**src/rtl/fifo_read_streamer_if.sv**
```systemverilog
// Handshake bundle for fifo_read_streamer: FIFO read port on one side, ready/valid
// stream with frame marker on the other. master = streamer, slave = its environment.
interface fifo_read_streamer_if #(
  parameter int DATA_WIDTH = 8
);
  logic                  Clear_in;
  logic                  Empty_in;
  logic [DATA_WIDTH-1:0] Data_in;
  logic                  ReadEn_out;
  logic [DATA_WIDTH-1:0] Data_out;
  logic                  Valid_out;
  logic                  Ready_in;
  logic                  Last_out;

  modport master (
    input  Clear_in, Empty_in, Data_in, Ready_in,
    output ReadEn_out, Data_out, Valid_out, Last_out
  );

  modport slave (
    output Clear_in, Empty_in, Data_in, Ready_in,
    input  ReadEn_out, Data_out, Valid_out, Last_out
  );
endinterface

```
**src/rtl/fifo_read_streamer.sv**
```systemverilog
// Turns a FIFO read port (1-cycle read latency) into a bubble-free ready/valid stream
// through a 2-entry skid buffer. Define FIFO_READ_STREAMER_LAST_EN to build Last_out framing.
module fifo_read_streamer #(
  parameter int DATA_WIDTH = 8,
  parameter int FRAME_LEN  = 16
) (
  input  logic                 Clk,
  input  logic                 Rst_n,
  fifo_read_streamer_if.master sif
);
  typedef logic [DATA_WIDTH-1:0] word_t;

  word_t      slot_q [2];
  word_t      slot_d [2];
  logic [1:0] occ_q;
  logic [1:0] occ_d;
  logic       inflight_q;

  logic       valid;
  logic       pop;
  logic       read_en;
  logic [2:0] committed;

  assign valid = (occ_q != 2'd0);
  assign pop   = valid & sif.Ready_in;

  // Slots already promised after this edge: held words plus the returning read, minus the pop.
  assign committed = {1'b0, occ_q} + {2'b0, inflight_q} - {2'b0, pop};

  // Rst_n gates the read so no FIFO word is consumed while the buffer is held in reset.
  assign read_en = Rst_n & ~sif.Empty_in & ~sif.Clear_in & (committed < 3'd2);

  always_comb begin
    // NOTE: every combinational output gets a default first, so no latch is inferred.
    slot_d = slot_q;
    occ_d  = occ_q;
    if (sif.Clear_in) begin
      occ_d = 2'd0;
    end else begin
      if (pop) begin
        slot_d[0] = slot_q[1];
        occ_d     = occ_q - 2'd1;
      end
      // After any pop occ_d is 0 or 1 whenever a word is inflight, so bit 0 picks the free slot.
      if (inflight_q) begin
        slot_d[occ_d[0]] = sif.Data_in;
        occ_d            = occ_d + 2'd1;
      end
    end
  end

  always_ff @(posedge Clk or negedge Rst_n) begin
    if (!Rst_n) begin
      // NOTE: the two slots are reset because Data_out must read 0 in reset; deep storage would not be.
      slot_q[0]  <= '0;
      slot_q[1]  <= '0;
      occ_q      <= 2'd0;
      inflight_q <= 1'b0;
    end else begin
      // NOTE: sequential state uses non-blocking assignments only.
      slot_q[0]  <= slot_d[0];
      slot_q[1]  <= slot_d[1];
      occ_q      <= occ_d;
      inflight_q <= read_en;
    end
  end

  assign sif.ReadEn_out = read_en;
  assign sif.Valid_out  = valid;
  assign sif.Data_out   = slot_q[0];

`ifdef FIFO_READ_STREAMER_LAST_EN
  localparam logic [15:0] LAST_IDX = 16'(FRAME_LEN - 1);

  logic [15:0] frame_cnt_q;

  always_ff @(posedge Clk or negedge Rst_n) begin
    if (!Rst_n) begin
      frame_cnt_q <= 16'd0;
    end else if (sif.Clear_in) begin
      frame_cnt_q <= 16'd0;
    end else if (pop) begin
      frame_cnt_q <= (frame_cnt_q == LAST_IDX) ? 16'd0 : frame_cnt_q + 16'd1;
    end
  end

  assign sif.Last_out = valid & (frame_cnt_q == LAST_IDX);
`else
  // Frame length only matters when framing is built.
  logic frame_len_unused;
  assign frame_len_unused = (FRAME_LEN == 0);
  assign sif.Last_out     = 1'b0;
`endif

endmodule
```
**src/flat_wrapper.sv**
```systemverilog
// flat-port wrapper written by rule: the top's interface ports become plain ports
module fifo_read_streamer_flat 
#(
  parameter int DATA_WIDTH = 8,
  parameter int FRAME_LEN  = 16
)
  (Clk, Rst_n, sif_Clear_in, sif_Empty_in, sif_Data_in, sif_Ready_in, sif_ReadEn_out, sif_Data_out, sif_Valid_out, sif_Last_out);
  fifo_read_streamer_if #(.DATA_WIDTH(DATA_WIDTH)) sif_i ();
  input  logic Clk;
  input  logic Rst_n;
  input wire logic [$bits(sif_i.Clear_in)-1:0] sif_Clear_in;
  input wire logic [$bits(sif_i.Empty_in)-1:0] sif_Empty_in;
  input wire logic [$bits(sif_i.Data_in)-1:0] sif_Data_in;
  input wire logic [$bits(sif_i.Ready_in)-1:0] sif_Ready_in;
  output wire logic [$bits(sif_i.ReadEn_out)-1:0] sif_ReadEn_out;
  output wire logic [$bits(sif_i.Data_out)-1:0] sif_Data_out;
  output wire logic [$bits(sif_i.Valid_out)-1:0] sif_Valid_out;
  output wire logic [$bits(sif_i.Last_out)-1:0] sif_Last_out;
  assign sif_i.Clear_in = sif_Clear_in;
  assign sif_i.Empty_in = sif_Empty_in;
  assign sif_i.Data_in = sif_Data_in;
  assign sif_i.Ready_in = sif_Ready_in;
  assign sif_ReadEn_out = sif_i.ReadEn_out;
  assign sif_Data_out = sif_i.Data_out;
  assign sif_Valid_out = sif_i.Valid_out;
  assign sif_Last_out = sif_i.Last_out;
  fifo_read_streamer #(.DATA_WIDTH(DATA_WIDTH), .FRAME_LEN(FRAME_LEN)) u_core (.Clk(Clk), .Rst_n(Rst_n), .sif(sif_i));
endmodule
```
**config.mk**
```make
export PLATFORM = sky130hd
export DESIGN_NAME = fifo_read_streamer_flat
export DESIGN_NICKNAME = d
export VERILOG_FILES = /design/src/rtl/fifo_read_streamer_if.sv /design/src/rtl/fifo_read_streamer.sv /design/src/flat_wrapper.sv
export SDC_FILE = /design/constraint.sdc
export NUM_CORES = 1
export LEC_CHECK = 0
export ABC_AREA = 0
export BUFFER_PORTS_ARGS = -buffer_cell sky130_fd_sc_hd__buf_2
export CELL_PAD_IN_SITES_DETAIL_PLACEMENT = 1
export CELL_PAD_IN_SITES_GLOBAL_PLACEMENT = 2
export CORE_ASPECT_RATIO = 1.1
export CORE_UTILIZATION = 35
export DETAILED_ROUTE_END_ITERATION = 16
export PLACE_DENSITY = 0.9
export SYNTH_ARGS = -nofsm -noshare
export SYNTH_HDL_FRONTEND = slang
export SYNTH_SLANG_ARGS = --single-unit
```
**constraint.sdc**
```tcl
create_clock -name Clk -period 6.3 [get_ports Clk]
set_input_delay 1.26 -clock Clk [delete_from_list [all_inputs] [get_ports Clk]]
set_output_delay 1.26 -clock Clk [all_outputs]
set_load 0.03 [all_outputs]
```
== Word level (Yosys, flattened, before mapping) ==
Cells that the tools add are included.
Word-level totals
  register bits: 19
  output and inout port bits: 11
  bits in read-only memories: 0
  input port bits: 13
  word-level logic and storage cells: 31
  bits in latches: 0
  memory bits (writable): 0
  memories kept: 0
Operators by class
  multiplexer cells: 10
  equality and inequality tests: 0
  shift operators: 0
  reductions and logical operators: 3
  multiply operators: 0
  magnitude comparators: 3
  divide/modulo/power cells: 0
  bitwise logic cells: 7
  $add $sub $neg: 4
Operator list (count)
  8-bit 2-to-1 mux: 3
  16-bit bitwise mux: 1
  16-bit 2-to-1 mux: 1
  8-bit demux with 1-bit select: 1
  2-bit 2-to-1 mux: 4
  1-bit bitwise AND: 4
  2-bit by 1-bit adder with 3-bit output: 1
  3-bit by 2-bit less-than comparator with 1-bit output (second input constant): 1
  3-bit by 1-bit subtractor with 3-bit output: 1
  2-bit by 1-bit adder with 2-bit output (second input constant): 1
  2-bit >= comparator (second input constant): 1
  2-bit by 1-bit less-than comparator with 1-bit output (second input constant): 1
  1-bit inverter: 2
  1-bit inverter with 2-bit output: 1
  2-bit AND reduction: 1
  2-bit nonzero test: 1
  2-bit by 1-bit subtractor with 2-bit output (second input constant): 1
  1-bit logical AND: 1

== Logic depth before layout (Yosys ltp) ==
  word-level depth: 11
  gate-level depth with buffers: 9
  gate-level depth less buffers: 9

== Worst setup path after synthesis ==
Ideal clock, no wire load.
  path kind: input to output
  from: in sif_Ready_in
  to: out sif_ReadEn_out
  slack: 1728 ps
  required time: 5040 ps
  stages on the path: 7
  data arrival time: 3312 ps
  path buffers: 0
  path through: nor2b_4 > xnor2_2 > ha_1 > inv_1 > fa_1 > nand2_1 > nor4_1
Between the ends
  word-level cells in the longest chain between the ends: 4
RTL lines
  start, declared: line flat_wrapper.sv:14  | input wire logic [$bits(sif_i.Ready_in)-1:0] sif_Ready_in;
  1-bit bitwise AND: line fifo_read_streamer.sv:25  | assign pop = valid & sif.Ready_in;
  3-bit by 1-bit subtractor with 3-bit output: line fifo_read_streamer.sv:28  | assign committed = {1'b0, occ_q} + {2'b0, inflight_q} - {2'b0, pop};
  3-bit by 2-bit less-than comparator with 1-bit output: line fifo_read_streamer.sv:31  | assign read_en = Rst_n & ~sif.Empty_in & ~sif.Clear_in & (committed < 3'd2);
  1-bit bitwise AND: line fifo_read_streamer.sv:31
  end, declared: line flat_wrapper.sv:15  | output wire logic [$bits(sif_i.ReadEn_out)-1:0] sif_ReadEn_out;
Every way passes these cells.

== Worst setup path in the final report ==
Ends and elaborated chain as after synthesis.

==> metrics <==
worst flop-to-flop path startpoint u_core.occ_q[0]; routed via count around 680; antenna violations before repair 0; most common cell in the netlist dfrtp_1; worst relative slew slack 58.03%; Yosys top cell by area dfrtp_1; Netlist Area Pre-Place around 1000 sq um; share of post-route cells with drive strength above 1 between 40% and 50%; metal3 WL ~94 microns; Arr. time, crit path between 3000 and 4000 ps; Die ar. between 3000 and 4000 sq um; synthesis-to-layout area growth 9.634%; Met1 Routed Length 924 microns; vias per cell about 5.2; Syn Nets a little under 100; cell count after synthesis slightly above 80; CTS tree yes; achievable frequency between 0.2 and 0.25 GHz; worst reg2reg path depth 9; post-synth top area share approximately 46%; Yosys reg bits 19; Setup CP Type input pin to primary output; Clk Latency, worst-skew pair about 310 ps; crit path cell chain buf_2 -> nor2b_4 -> xnor2_2 -> ha_1 -> inv_1 -> fa_1 -> nand2_1 -> nor4_1 -> buf_2; Cell Pwr Density ~450 nW/um^2; largest cells by area after synthesis dfrtp_1 46%, mux2_4 12%, a221o_1 7.8%; final setup fails 0; drt drc 0; setup TNS 0 ps; post-CTS repair timing setup buffer count 0; Synth async-reset ratio 100.0%; hold buffers post-CTS 0; delay-heaviest family, CP adder cells; Post-layout nets 114; clock sink total 19; port bufs 22; HP Class flip-flop to flip-flop; core area between 2000 and 3000 sq um; pin count of the biggest net entering global routing 21; Peak supply drop about 190 uV; clock skew about 10 ps; CP Max Fanout 6; number of gates resized after CTS 0; final total power approximately 0.0005 W; post-route ant nets 0; Core Util, Final between 40% and 50%; Slew Limit Fails 0; depth of the CTS H-tree 1; hold path depth 1; starting density of the core between 30% and 40%; die extent in y roughly 59 microns; crit end category primary output; warning count from the yosys run 0; Worst-path clk slew about 100 ps; I/O pins 24; Max Cap Violations 0; post-DP HPWL between 1000 and 1500 microns; unrepaired setup endpoints after global routing false; Total Routing Usage GR 14.91%; final count of hold timing violations 0; slowest cell on the critical path fa_1; final WL between 2000 and 2500 microns; CP max stage delay ~470 ps; diode count 0; Tcrit/Tclk final just under 70%; global-route wire length before repair approximately 3400 microns; commonest cells in the netlist 19 x dfrtp_1, 10 x nor2b_1, 9 x buf_4; measured slew at the worst slew-check pin 628.4 ps; row count 20; sequential element share of the synthesized area a little under half; metal2 WL just under 1000 microns; total CTS buffers 3; status finished, final reports clean; highest routed layer met4; initial detailed-routing violation count 6; worst path buffer plus inverter count 3; hold_ws about 520 ps; P_leak 0.5717 nW; Crit path top cell by count buf_2; Synth Flop Type dfrtp_1; gpl congestion between 0.7 and 0.8; CP required around 5000 ps; Die X-Extent around 54 microns; unique cell type count in the Yosys netlist 28; per-cell routed wire length about 15 microns; clock buffer depth 2; reg-to-reg endpoint u_core.inflight_q; dpl cell area between 1000 and 1500 sq um; post-synthesis area per instance between 10 and 15 sq um; drt pass-1 iters 4; fin crit period 4313 ps; WHS Endpoint u_core.sif.Data_out[1]; worst reg-to-reg setup slack between 3000 and 4000 ps; clk root buf clkbuf_4; Startpoint Class input pin; total grt overflow 0; post-route cell area 1125 sq um; Post-synth EDFFs 0; vias in the first global route 728
through the flow:
step           setup slack [ps]  std cells
5_1_grt                    1855        130
3_3_place_gp               2079        126
4_1_cts                    1963        130
3_5_place_dp               1971        126
2_1_floorplan              1728         81
6_report                   1987        130
worst max path at each step:
stage | startpoint | endpoint | cells past startpoint
floorplan | sif_Ready_in | sif_ReadEn_out | 7
global placement | sif_Ready_in | sif_ReadEn_out | 9
detailed placement | sif_Ready_in | sif_ReadEn_out | 9
CTS | sif_Ready_in | sif_ReadEn_out | 9
global route | sif_Ready_in | sif_ReadEn_out | 9
finish | sif_Ready_in | sif_ReadEn_out | 9
worst register-to-register path, stage by stage (launching register included):
cell and delay [ps]:
dfrtp_1 470, inv_2 100, ha_1 260, nor2b_4 200, xnor2_2 170, ha_1 190, inv_1 50, fa_1 470
nand2_1 60, nor4_1 310
cells by family (layout without fill, tap and decap cells):
family	after synthesis	count (layout)	share of synthesized area, %
AND/OR/NAND/NOR	20	20	13.41
flip-flops	19	19	46.34
AO/OA/AOI/OAI	14	14	12.20
buffers and inverters	14	30	9.145
multiplexers	8	8	11.71
adder cells (fa/ha/maj)	3	3	4.390
XOR/XNOR	2	2	2.440
other	1	1	0.3655
metal layers:
metal  vias to the layer above  track usage [%]
li1                        310                -
met1                       348            19.97
met2                        19            23.39
met3                         2            3.101
met4                         0            5.639
met5                         -                0
cell type report:
class | instances | area, sq um
well taps | 33 | 41.29
fillers | 304 | 1653
clock buffers | 4 | 26.28
multi-input cells | 48 | 456.7
flip-flops and latches | 19 | 475.5
inverters | 4 | 15.01
repair buffers | 22 | 110.1
cells in the final DEF, fill, tap and decap left out:
cell and instances:
a211oi_2 1, a21oi_1 1, a221o_1 8, and3_2 1, and3b_1 1, buf_2 22, clkbuf_1 1, clkbuf_4 3
conb_1 1, dfrtp_1 19, fa_1 1, ha_1 2, inv_1 3, inv_2 1, mux2_4 8, nand2_1 1
nand3_1 1, nor2_1 1, nor2b_1 10, nor2b_4 1, nor3_1 1, nor3b_2 1, nor4_1 1, o211ai_1 1
o21ai_0 2, o21ba_2 1, or2b_2 1, xnor2_2 1, xor2_1 1
where the power goes:
group | total (W) | internal (W) | switching [W] | leakage [nW]
Combinational | 0.000240 | 0.000106 | 0.000134 | 0.305
Clock | 0.0000634 | 0.0000248 | 0.0000387 | 0.0150
Sequential | 0.000199 | 0.000167 | 0.0000314 | 0.252
Total | 0.000502 | 0.000298 | 0.000204 | 0.572
Note: power is estimated with default switching activity, not from simulation.
